## config.mk

```make
export PLATFORM = sky130hd
export DESIGN_NAME = config_chain_receiver
export DESIGN_NICKNAME = d
export VERILOG_FILES = /design/src/rtl/config_pkg.sv /design/src/rtl/config_chain_receiver_if.sv /design/src/rtl/config_lane_rx.sv /design/src/rtl/config_chain_receiver.sv
export SDC_FILE = /design/constraint.sdc
export NUM_CORES = 1
export LEC_CHECK = 0
export CAP_MARGIN = 20
export CORE_ASPECT_RATIO = 2
export CORE_UTILIZATION = 40
export CTS_CLUSTER_SIZE = 40
export DETAILED_ROUTE_END_ITERATION = 12
export GPL_TIMING_DRIVEN = 0
export PLACE_DENSITY = 0.72
export RECOVER_POWER = 100
export SLEW_MARGIN = 20
export SYNTH_ARGS = -nofsm -noshare
export SYNTH_HDL_FRONTEND = slang
export SYNTH_SLANG_ARGS = --single-unit
```

## constraint.sdc

```tcl
create_clock -name wb_clk_i -period 4.5 [get_ports wb_clk_i]
set_input_delay 0.45 -clock wb_clk_i [delete_from_list [all_inputs] [get_ports wb_clk_i]]
set_output_delay 0.45 -clock wb_clk_i [all_outputs]
set_load 0.02 [all_outputs]
```

## src/rtl/config_pkg.sv

```systemverilog
// Constants shared between the Wishbone configurator and the fabric-side
// configuration chain receiver, plus the lane-slice index helper for cfg_o.
package config_pkg;

  localparam int CFG_NUM_LANES = 4;
  localparam int CFG_CHAIN_LEN = 8;
  localparam int CFG_CNT_W     = 8;

  function automatic int lane_lsb(input int lane, input int chain_len);
    return lane * chain_len;
  endfunction

endpackage

```

## src/rtl/config_chain_receiver_if.sv

```systemverilog
// Configuration stream bundle: configurator-driven cen/set/shift plus the
// receiver's chain-through, committed config and bring-up status.
interface config_chain_receiver_if
  import config_pkg::*;
#(
  parameter int LANES     = CFG_NUM_LANES,
  parameter int CHAIN_LEN = CFG_CHAIN_LEN,
  parameter int CNT_W     = CFG_CNT_W
);

  // No backpressure: every edge with cen=1 consumes shift_in and set_in
  // unconditionally; with cen=0 both are ignored and all state holds.
  logic                       cen;
  logic [LANES-1:0]           set_in;
  logic [LANES-1:0]           shift_in;
  logic [LANES-1:0]           shift_out;
  logic [LANES*CHAIN_LEN-1:0] cfg_o;
  logic [LANES-1:0]           cfg_updated;
  logic [LANES*CNT_W-1:0]     bit_count;
  logic [LANES-1:0]           len_err;

  modport master (
    output cen, set_in, shift_in,
    input  shift_out, cfg_o, cfg_updated, bit_count, len_err
  );

  modport slave (
    input  cen, set_in, shift_in,
    output shift_out, cfg_o, cfg_updated, bit_count, len_err
  );

endinterface

```

## src/rtl/config_lane_rx.sv

```systemverilog
// One configuration lane: LSB-first deserializer into a shadow register,
// commit into the held config word, chain-through bit, shift counter, flag.
module config_lane_rx
  import config_pkg::*;
#(
  parameter int CHAIN_LEN = CFG_CHAIN_LEN,
  parameter int CNT_W     = CFG_CNT_W
) (
  input  logic                    clk,
  input  logic                    rst,
  config_chain_receiver_if.slave  lane
);

  logic [CHAIN_LEN-1:0] shadow_q, shadow_d;
  logic [CHAIN_LEN-1:0] cfg_q;
  logic [CNT_W-1:0]     cnt_q;
  logic                 shift_out_q;
  logic                 upd_q;
  logic                 err_q;

  // New bit enters at the MSB so the first bit received ends up in bit 0.
  always_comb begin
    shadow_d                = shadow_q >> 1;
    shadow_d[CHAIN_LEN-1]   = lane.shift_in[0];
  end

  always_ff @(posedge clk or posedge rst) begin
    if (rst) begin
      shadow_q    <= '0;
      cfg_q       <= '0;
      cnt_q       <= '0;
      shift_out_q <= 1'b0;
      upd_q       <= 1'b0;
      err_q       <= 1'b0;
    end else begin
      upd_q <= 1'b0;
      if (lane.cen) begin
        shadow_q    <= shadow_d;
        shift_out_q <= shadow_q[0];
        if (lane.set_in[0]) begin
          // Commit the pre-edge shadow; the same-cycle shift counts as bit 1.
          cfg_q <= shadow_q;
          cnt_q <= CNT_W'(1);
          err_q <= err_q | (cnt_q != CNT_W'(CHAIN_LEN));
          upd_q <= 1'b1;
        end else if (cnt_q != {CNT_W{1'b1}}) begin
          cnt_q <= cnt_q + CNT_W'(1);
        end
      end
    end
  end

  assign lane.shift_out[0]   = shift_out_q;
  assign lane.cfg_o          = cfg_q;
  assign lane.cfg_updated[0] = upd_q;
  assign lane.bit_count      = cnt_q;
  assign lane.len_err[0]     = err_q;

endmodule

```

## src/rtl/config_chain_receiver.sv

```systemverilog
// Fabric-side end of the configuration stream: NUM_LANES independent
// receive lanes whose outputs are concatenated onto the flat output buses.
module config_chain_receiver
  import config_pkg::*;
#(
  parameter int NUM_LANES = CFG_NUM_LANES,
  parameter int CHAIN_LEN = CFG_CHAIN_LEN,
  parameter int CNT_W     = CFG_CNT_W
) (
  input  logic                           wb_clk_i,
  input  logic                           wb_rst_i,
  input  logic                           cen,
  input  logic [NUM_LANES-1:0]           set_in,
  input  logic [NUM_LANES-1:0]           shift_in,
  output logic [NUM_LANES-1:0]           shift_out,
  output logic [NUM_LANES*CHAIN_LEN-1:0] cfg_o,
  output logic [NUM_LANES-1:0]           cfg_updated,
  output logic [NUM_LANES*CNT_W-1:0]     bit_count,
  output logic [NUM_LANES-1:0]           len_err
);

  for (genvar g = 0; g < NUM_LANES; g++) begin : g_lane
    config_chain_receiver_if #(
      .LANES     (1),
      .CHAIN_LEN (CHAIN_LEN),
      .CNT_W     (CNT_W)
    ) lane_bus ();

    assign lane_bus.cen         = cen;
    assign lane_bus.set_in[0]   = set_in[g];
    assign lane_bus.shift_in[0] = shift_in[g];

    config_lane_rx #(
      .CHAIN_LEN (CHAIN_LEN),
      .CNT_W     (CNT_W)
    ) u_lane (
      .clk  (wb_clk_i),
      .rst  (wb_rst_i),
      .lane (lane_bus.slave)
    );

    assign shift_out[g]                                   = lane_bus.shift_out[0];
    assign cfg_o[lane_lsb(g, CHAIN_LEN) +: CHAIN_LEN]     = lane_bus.cfg_o;
    assign cfg_updated[g]                                 = lane_bus.cfg_updated[0];
    assign bit_count[lane_lsb(g, CNT_W) +: CNT_W]         = lane_bus.bit_count;
    assign len_err[g]                                     = lane_bus.len_err[0];
  end

endmodule
```

==> flow_metrics.tcl, run 1 <==
set metrics [dict create \
    status "finished, violations left" \
    violations "max-capacitance violations, max-slew violations" \
    die_area_um2 12320 \
    chipHeight_um 156 \
    start_util_pct 41.52 \
    seq_area_um2 2703 \
    yosysWarnings 0 \
    fp.dieW_um 79 \
    post_cts_buffers 0 \
    critical_path_class "in2reg" \
    final_core_util_pct 53.04 \
    worst_pin_slew_ps 1726 \
    hp-start "g_lane[1].u_lane.lane.len_err$_DFFE_PP0P_" \
    async_flop_share_pct 100.0 \
    grt_start_max_net_pins 73 \
    root_buffer "clkbuf_16" \
    syn_nets 400 \
    ioPinCount 87 \
    synth-seq-cells 108 \
    worstHoldEndpoint "g_lane[1].u_lane.lane.len_err$_DFFE_PP0P_" \
    clkTransAtPathRegs_ps 70 \
    finalHoldViolCount 0 \
    route.detailed.drc 0 \
    core_um2 11420 \
    drv_cap 1 \
    reg2reg_depth 5 \
    synth_edf_count 0 \
    wl_per_cell_um 16.43 \
    antenna_cells 0 \
    period_share_pct 57.72 \
    peakVddDrop_mv 0.2896 \
    period_minus_slack_ps 2598 \
    drt_iter0_drc 257 \
    end_kind "flip-flop" \
    grt_antenna_before_repair 0 \
    multi_input_area_um2 1798 \
    r2r-end "g_lane[2].u_lane.lane.bit_count[3]$_DFFE_PP0P_" \
    syn_area_per_cell_um2 12.45 \
    grt_overflow_total 0 \
    cellLeakagePower_uw 0.002693 \
    r2r_start "g_lane[2].u_lane.lane.bit_count[0]$_DFFE_PP0P_" \
    nets 496 \
    syn_inst 381 \
    vias 3361 \
    whs_path_depth 1 \
    arrival_ps 2830 \
    dp_hpwl_mm 7.227 \
    synth_cell_type_count 47 \
    cp-start-kind "input pin" \
    slew_headroom_pct -15.67 \
    ff2ff_setup_slack_ps 1960 \
    cts_tree "yes" \
    cts_buffers 9 \
    clock_skew_ps 5.207 \
    grt_pass1_vias 3491 \
    cts-resized-gates 0 \
    max_freq_mhz 385.0 \
    area_delta_synth_final_pct 27.75 \
    worstPathMaxFanout 10 \
    cp.required_ps 4730 \
    power.density_nw_per_um2 493.7 \
    grt_setup_unrepaired "false" \
    hp-class "reg2reg" \
    dr.pass1.iters 4 \
    clockBufferDepth 2 \
    drtAntennaViolNets 0 \
    clk_latency_ps 340 \
    io_buffers 84 \
    slew_viol_final 37 \
    synth_area_um2 4743 \
    grt_usage_pct 18.20 \
    cts-htree-levels 3 \
    power_uw 2992 \
    routed_wl_mm 10.25 \
    cts_hold_buf 0 \
    ys.flop_type "dfrtp_1" \
    gp_congestion 0.8497 \
    seq_area_frac_synth_pct 56.98 \
    clkSinkCount 108 \
    grt_pass1_wl_mm 17.41 \
    viasPerCell 5.386 \
    rows 55 \
    setup_viol 0 \
    num-fill-cells 1011 \
    drive_gt1_share_pct 21.78 \
]
## cells by family after synthesis
family                   Yosys count  share of synthesized area, %
flip-flops                       108                         56.98
AND/OR/NAND/NOR                   72                         8.045
XOR/XNOR                           3                        0.5540
multiplexers                      70                         16.59
buffers and inverters             44                         4.563
adder cells (fa/ha/maj)            8                         2.110
AO/OA/AOI/OAI                     76                         11.16
## power by group
group	leakage, µW	total (µW)	switching, µW	internal [µW]
clock network	0.000144	803	365	438
registers	0.00132	1370	176	1200
logic	0.00123	815	397	418
## worst max-delay path, stage by stage
cell	delay (ps)
dlygate4sd3_1	570
clkbuf_1	430
clkbuf_1	520
nand2_1	450
mux2_2	400
## per-layer routing
layer / track usage, % / routed length, µm
met2: 31.44 / 5594
met3: 3.392 / 367
met4: 9.091 / 239
met1: 21.15 / 4052
met5: 0 / 0
## cells in the mapped netlist, types with 7 or more instances
master / number / area, µm²
dfrtp_1: 108 / 2703
mux2_2: 69 / 777.0
nor2_1: 8 / 30.03
o21ai_0: 19 / 95.09
a21oi_1: 17 / 85.08
nand3_1: 11 / 55.05
ha_1: 8 / 100.1
a31oi_1: 8 / 50.05
and3_1: 7 / 43.79
inv_1: 21 / 78.83
buf_4: 12 / 90.09
nand2_1: 22 / 82.58
## how the worst max path moves through the flow
stage	start	endpoint	slack [ps]	cells past startpoint
after floorplan	wb_rst_i	g_lane[0].u_lane.lane.bit_count[0]$_DFFE_PP0P_	1200	1
after global placement	wb_rst_i	g_lane[3].u_lane.lane.cfg_o[6]$_DFFE_PP0P_	-250	2
after detailed placement	cen	g_lane[3].u_lane.lane.cfg_o[6]$_DFFE_PP0P_	2020	5
after CTS	cen	g_lane[3].u_lane.lane.cfg_o[6]$_DFFE_PP0P_	2390	5
after global routing	g_lane[2].u_lane.lane.bit_count[0]$_DFFE_PP0P_	g_lane[2].u_lane.lane.bit_count[3]$_DFFE_PP0P_	1670	5
final	cen	g_lane[3].u_lane.lane.cfg_o[6]$_DFFE_PP0P_	1900	5
## placed cells by master, fill, tap and decap left out, types with 3 or more instances in the layout
| cell | count |
|---|---|
| nand4_1 | 4 |
| clkdlybuf4s50_1 | 6 |
| nor2_1 | 8 |
| o21ai_0 | 19 |
| dlygate4sd3_1 | 78 |
| nand2_1 | 22 |
| o41ai_1 | 3 |
| mux2_2 | 69 |
| a31o_2 | 5 |
| inv_1 | 20 |
| clkbuf_1 | 12 |
| a21oi_1 | 17 |
| a31oi_1 | 8 |
| buf_4 | 12 |
| dfrtp_1 | 108 |
| o31ai_1 | 5 |
| nand3_1 | 11 |
| nand2b_1 | 5 |
| a21o_1 | 3 |
| ha_1 | 8 |
| clkbuf_16 | 9 |
| and3_1 | 7 |
## stage by stage
stage / std cells / hold slack, ps / worst slack, ps / instance area [µm²] / TNS (ps)
2_1_floorplan: 381 / 428.9 / 1204 / 4743 / 0
3_3_place_gp: 607 / 441.4 / -249.1 / 5762 / -26000
3_5_place_dp: 608 / 449.7 / 2023 / 5794 / 0
4_1_cts: 624 / 470.4 / 2391 / 6096 / 0
5_1_grt: 624 / 493.2 / 1670 / 6060 / 0
6_report: 624 / 465.9 / 1902 / 6060 / 0
## sequential cells by signal, summed over array words and instances (netlist names)
register / count
g_lane.u_lane.lane.bit_count: 32
g_lane.u_lane.lane.cfg_o: 32
g_lane.u_lane.shadow_q: 32
g_lane.u_lane.lane.cfg_updated: 4
g_lane.u_lane.lane.len_err: 4
g_lane.u_lane.lane.shift_out: 4
## cell type report
cell class                 count  area share [%]
buffer                        23           2.168
clock buffer                  10           3.779
clock inverter                 6           1.198
inverter                      21           1.321
multi-input combinational    229           29.67
sequential                   108           44.60
tap                          142           2.932
timing repair buffer          85           14.33
No activity file was read; power rests on OpenSTA's default activity.
==> run 2, diff against run 1 <==
- PLACE_DENSITY: 0.72 -> 0.74
- clock period: 4.5 -> 2.2 ns (I/O delays scaled with it)
==> run 2 against run 1 <==
The run now ends clean. Clock-buffer cell count shrank 1. Routed wire length increased by 2.3%. Via count rose by 1.7%. Die area stayed put. Worst setup slack lost 1700 ps. Sequential power is 100% higher. Hold slack got worse by 200 ps. Flip-flop and latch count did not move. Sequential share of layout area shrank 0.45 points. Critical path type unchanged.
==> flow_metrics.tcl, run 2 (same netlist as run 1, synthesis figures left out) <==
set metrics [dict create \
    start_util_pct 41.52 \
    drt_iter0_drc 281 \
    cts-resized-gates 0 \
    numPlacedInstances 610 \
    final_common_cell "dfrtp_1" \
    drive_gt1_share_pct 23.14 \
    post_cts_buffers 0 \
    grt_setup_unrepaired "false" \
    clkSinkCount 108 \
    power.density_nw_per_um2 1024 \
    num-fill-cells 1024 \
    dr.pass1.iters 5 \
    dp_hpwl_mm 7.643 \
    worst_pin_slew_ps 821.1 \
    gp_congestion 0.8535 \
    ff2ff_setup_slack_ps 270 \
    chipHeight_um 156 \
    clk_latency_ps 340 \
    wl_per_cell_um 16.75 \
    drv_cap 0 \
    critical_path_class "in2reg" \
    vias 3418 \
    end_kind "flip-flop" \
    grt_pass1_wl_mm 17.25 \
    cp.required_ps 2430 \
    cts_buffers 9 \
    crit_start "cen" \
    cellLeakagePower_uw 0.002742 \
    pre_cts_slack_ps -38.39 \
    setup_ws_ps 251.3 \
    grt_start_max_net_pins 36 \
    clkTransAtPathRegs_ps 80 \
    final_cell_area_um2 6121 \
    area_delta_synth_final_pct 29.04 \
    worstPathMaxFanout 10 \
    slew_viol_final 0 \
    r2r_start "g_lane[2].u_lane.lane.bit_count[1]$_DFFE_PP0P_" \
    routed_wl_mm 10.49 \
    period_minus_slack_ps 1949 \
    grt_antenna_before_repair 0 \
    die_area_um2 12320 \
    crit_end "g_lane[3].u_lane.lane.cfg_o[0]$_DFFE_PP0P_" \
    arrival_ps 2180 \
    nets 498 \
    core_um2 11420 \
    final_cell_mix "dfrtp_1 (108), dlygate4sd3_1 (78), mux2_2 (69)" \
    clock_skew_ps 8.060 \
    slew_headroom_pct 45.26 \
    period_share_pct 88.58 \
    cts_hold_buf 0 \
    drtAntennaViolNets 0 \
    grt_pass1_vias 3482 \
    root_buffer "clkbuf_16" \
    hp-class "in2reg" \
    reg2reg_depth 5 \
    rows 55 \
    max_freq_mhz 513.2 \
    antenna_cells 0 \
    clockBufferDepth 2 \
    grt_usage_pct 18.03 \
    status "complete, no violations" \
    ioPinCount 87 \
    peakVddDrop_mv 0.5841 \
    route.detailed.drc 0 \
    io_buffers 84 \
    fin_cells 626 \
    cts_tree "yes" \
    place_area_um2 5826 \
    grt_overflow_total 0 \
    finalHoldViolCount 0 \
    viasPerCell 5.460 \
    r2r-end "g_lane[2].u_lane.lane.bit_count[3]$_DFFE_PP0P_" \
    setup_viol 0 \
    cp-start-kind "input pin" \
    cts-htree-levels 3 \
    fp.dieW_um 79 \
]
-- run 2: cell types whose count changed in the layout (fill, tap and decap cells not counted), sizes merged --
cell,delta
buf,+2
bufinv,+1
clkbuf,-1
clkinvlp,-1
inv,+1
-- run 2: critical path, cell delays in order --
cell           delay (ps)
dlygate4sd3_1         590
buf_2                 290
buf_2                 340
nand2_1               350
mux2_2                370
-- run 2: metal layers --
metal  global-route usage (%)  vias to the layer above  wire length, µm
met5                        0                        -                0
met4                    8.225                        0              309
met3                    2.982                       31              427
met2                    32.27                      120             5907
met1                    20.54                     1708             3840
li1                         -                     1559                -
-- run 2: through the flow --
step / total power, µW / util, % / hold WS (ps) / setup TNS [ps]
floorplan: 3783 / - / 371.6 / 0
global placement: 4608 / 50.47 / 442.2 / -38210
detailed placement: 4691 / 51.00 / 445.2 / -271.1
CTS: 6486 / 53.90 / 160.8 / 0
global route: 6586 / 53.58 / 289.4 / 0
finish: 6266 / 53.58 / 267.9 / 0
-- run 2: worst min-delay path by stage --
stage,start,end,slack [ps],depth (start not counted)
2_1_floorplan,shift_in[1],g_lane[1].u_lane.shadow_q[7]$_DFFE_PP0P_,370,1
3_3_place_gp,g_lane[1].u_lane.lane.len_err$_DFFE_PP0P_,g_lane[1].u_lane.lane.len_err$_DFFE_PP0P_,440,1
6_report,set_in[1],g_lane[1].u_lane.lane.bit_count[1]$_DFFE_PP0P_,270,2
4_1_cts,wb_rst_i,g_lane[3].u_lane.lane.cfg_o[7]$_DFFE_PP0P_,160,2
3_5_place_dp,g_lane[1].u_lane.lane.len_err$_DFFE_PP0P_,g_lane[1].u_lane.lane.len_err$_DFFE_PP0P_,450,1
5_1_grt,set_in[1],g_lane[1].u_lane.lane.bit_count[1]$_DFFE_PP0P_,290,2
-- run 2: power by group --
part	internal [µW]	total (µW)	switching [µW]
sequential	2450	2800	355
clock	1020	1770	755
combinational	858	1690	830
total	4330	6270	1940
-- run 2: layout make-up --
class | instances | area (µm²) | area share [%]
clock buffers | 9 | 225.2 | 3.679
well taps | 142 | 177.7 | 2.903
clock inverters | 7 | 106.4 | 1.738
inverters | 21 | 80.08 | 1.308
flip-flops and latches | 108 | 2703 | 44.15
plain buffers | 23 | 133.9 | 2.187
repair buffers | 87 | 870.8 | 14.23
multi-input cells | 229 | 1824 | 29.80
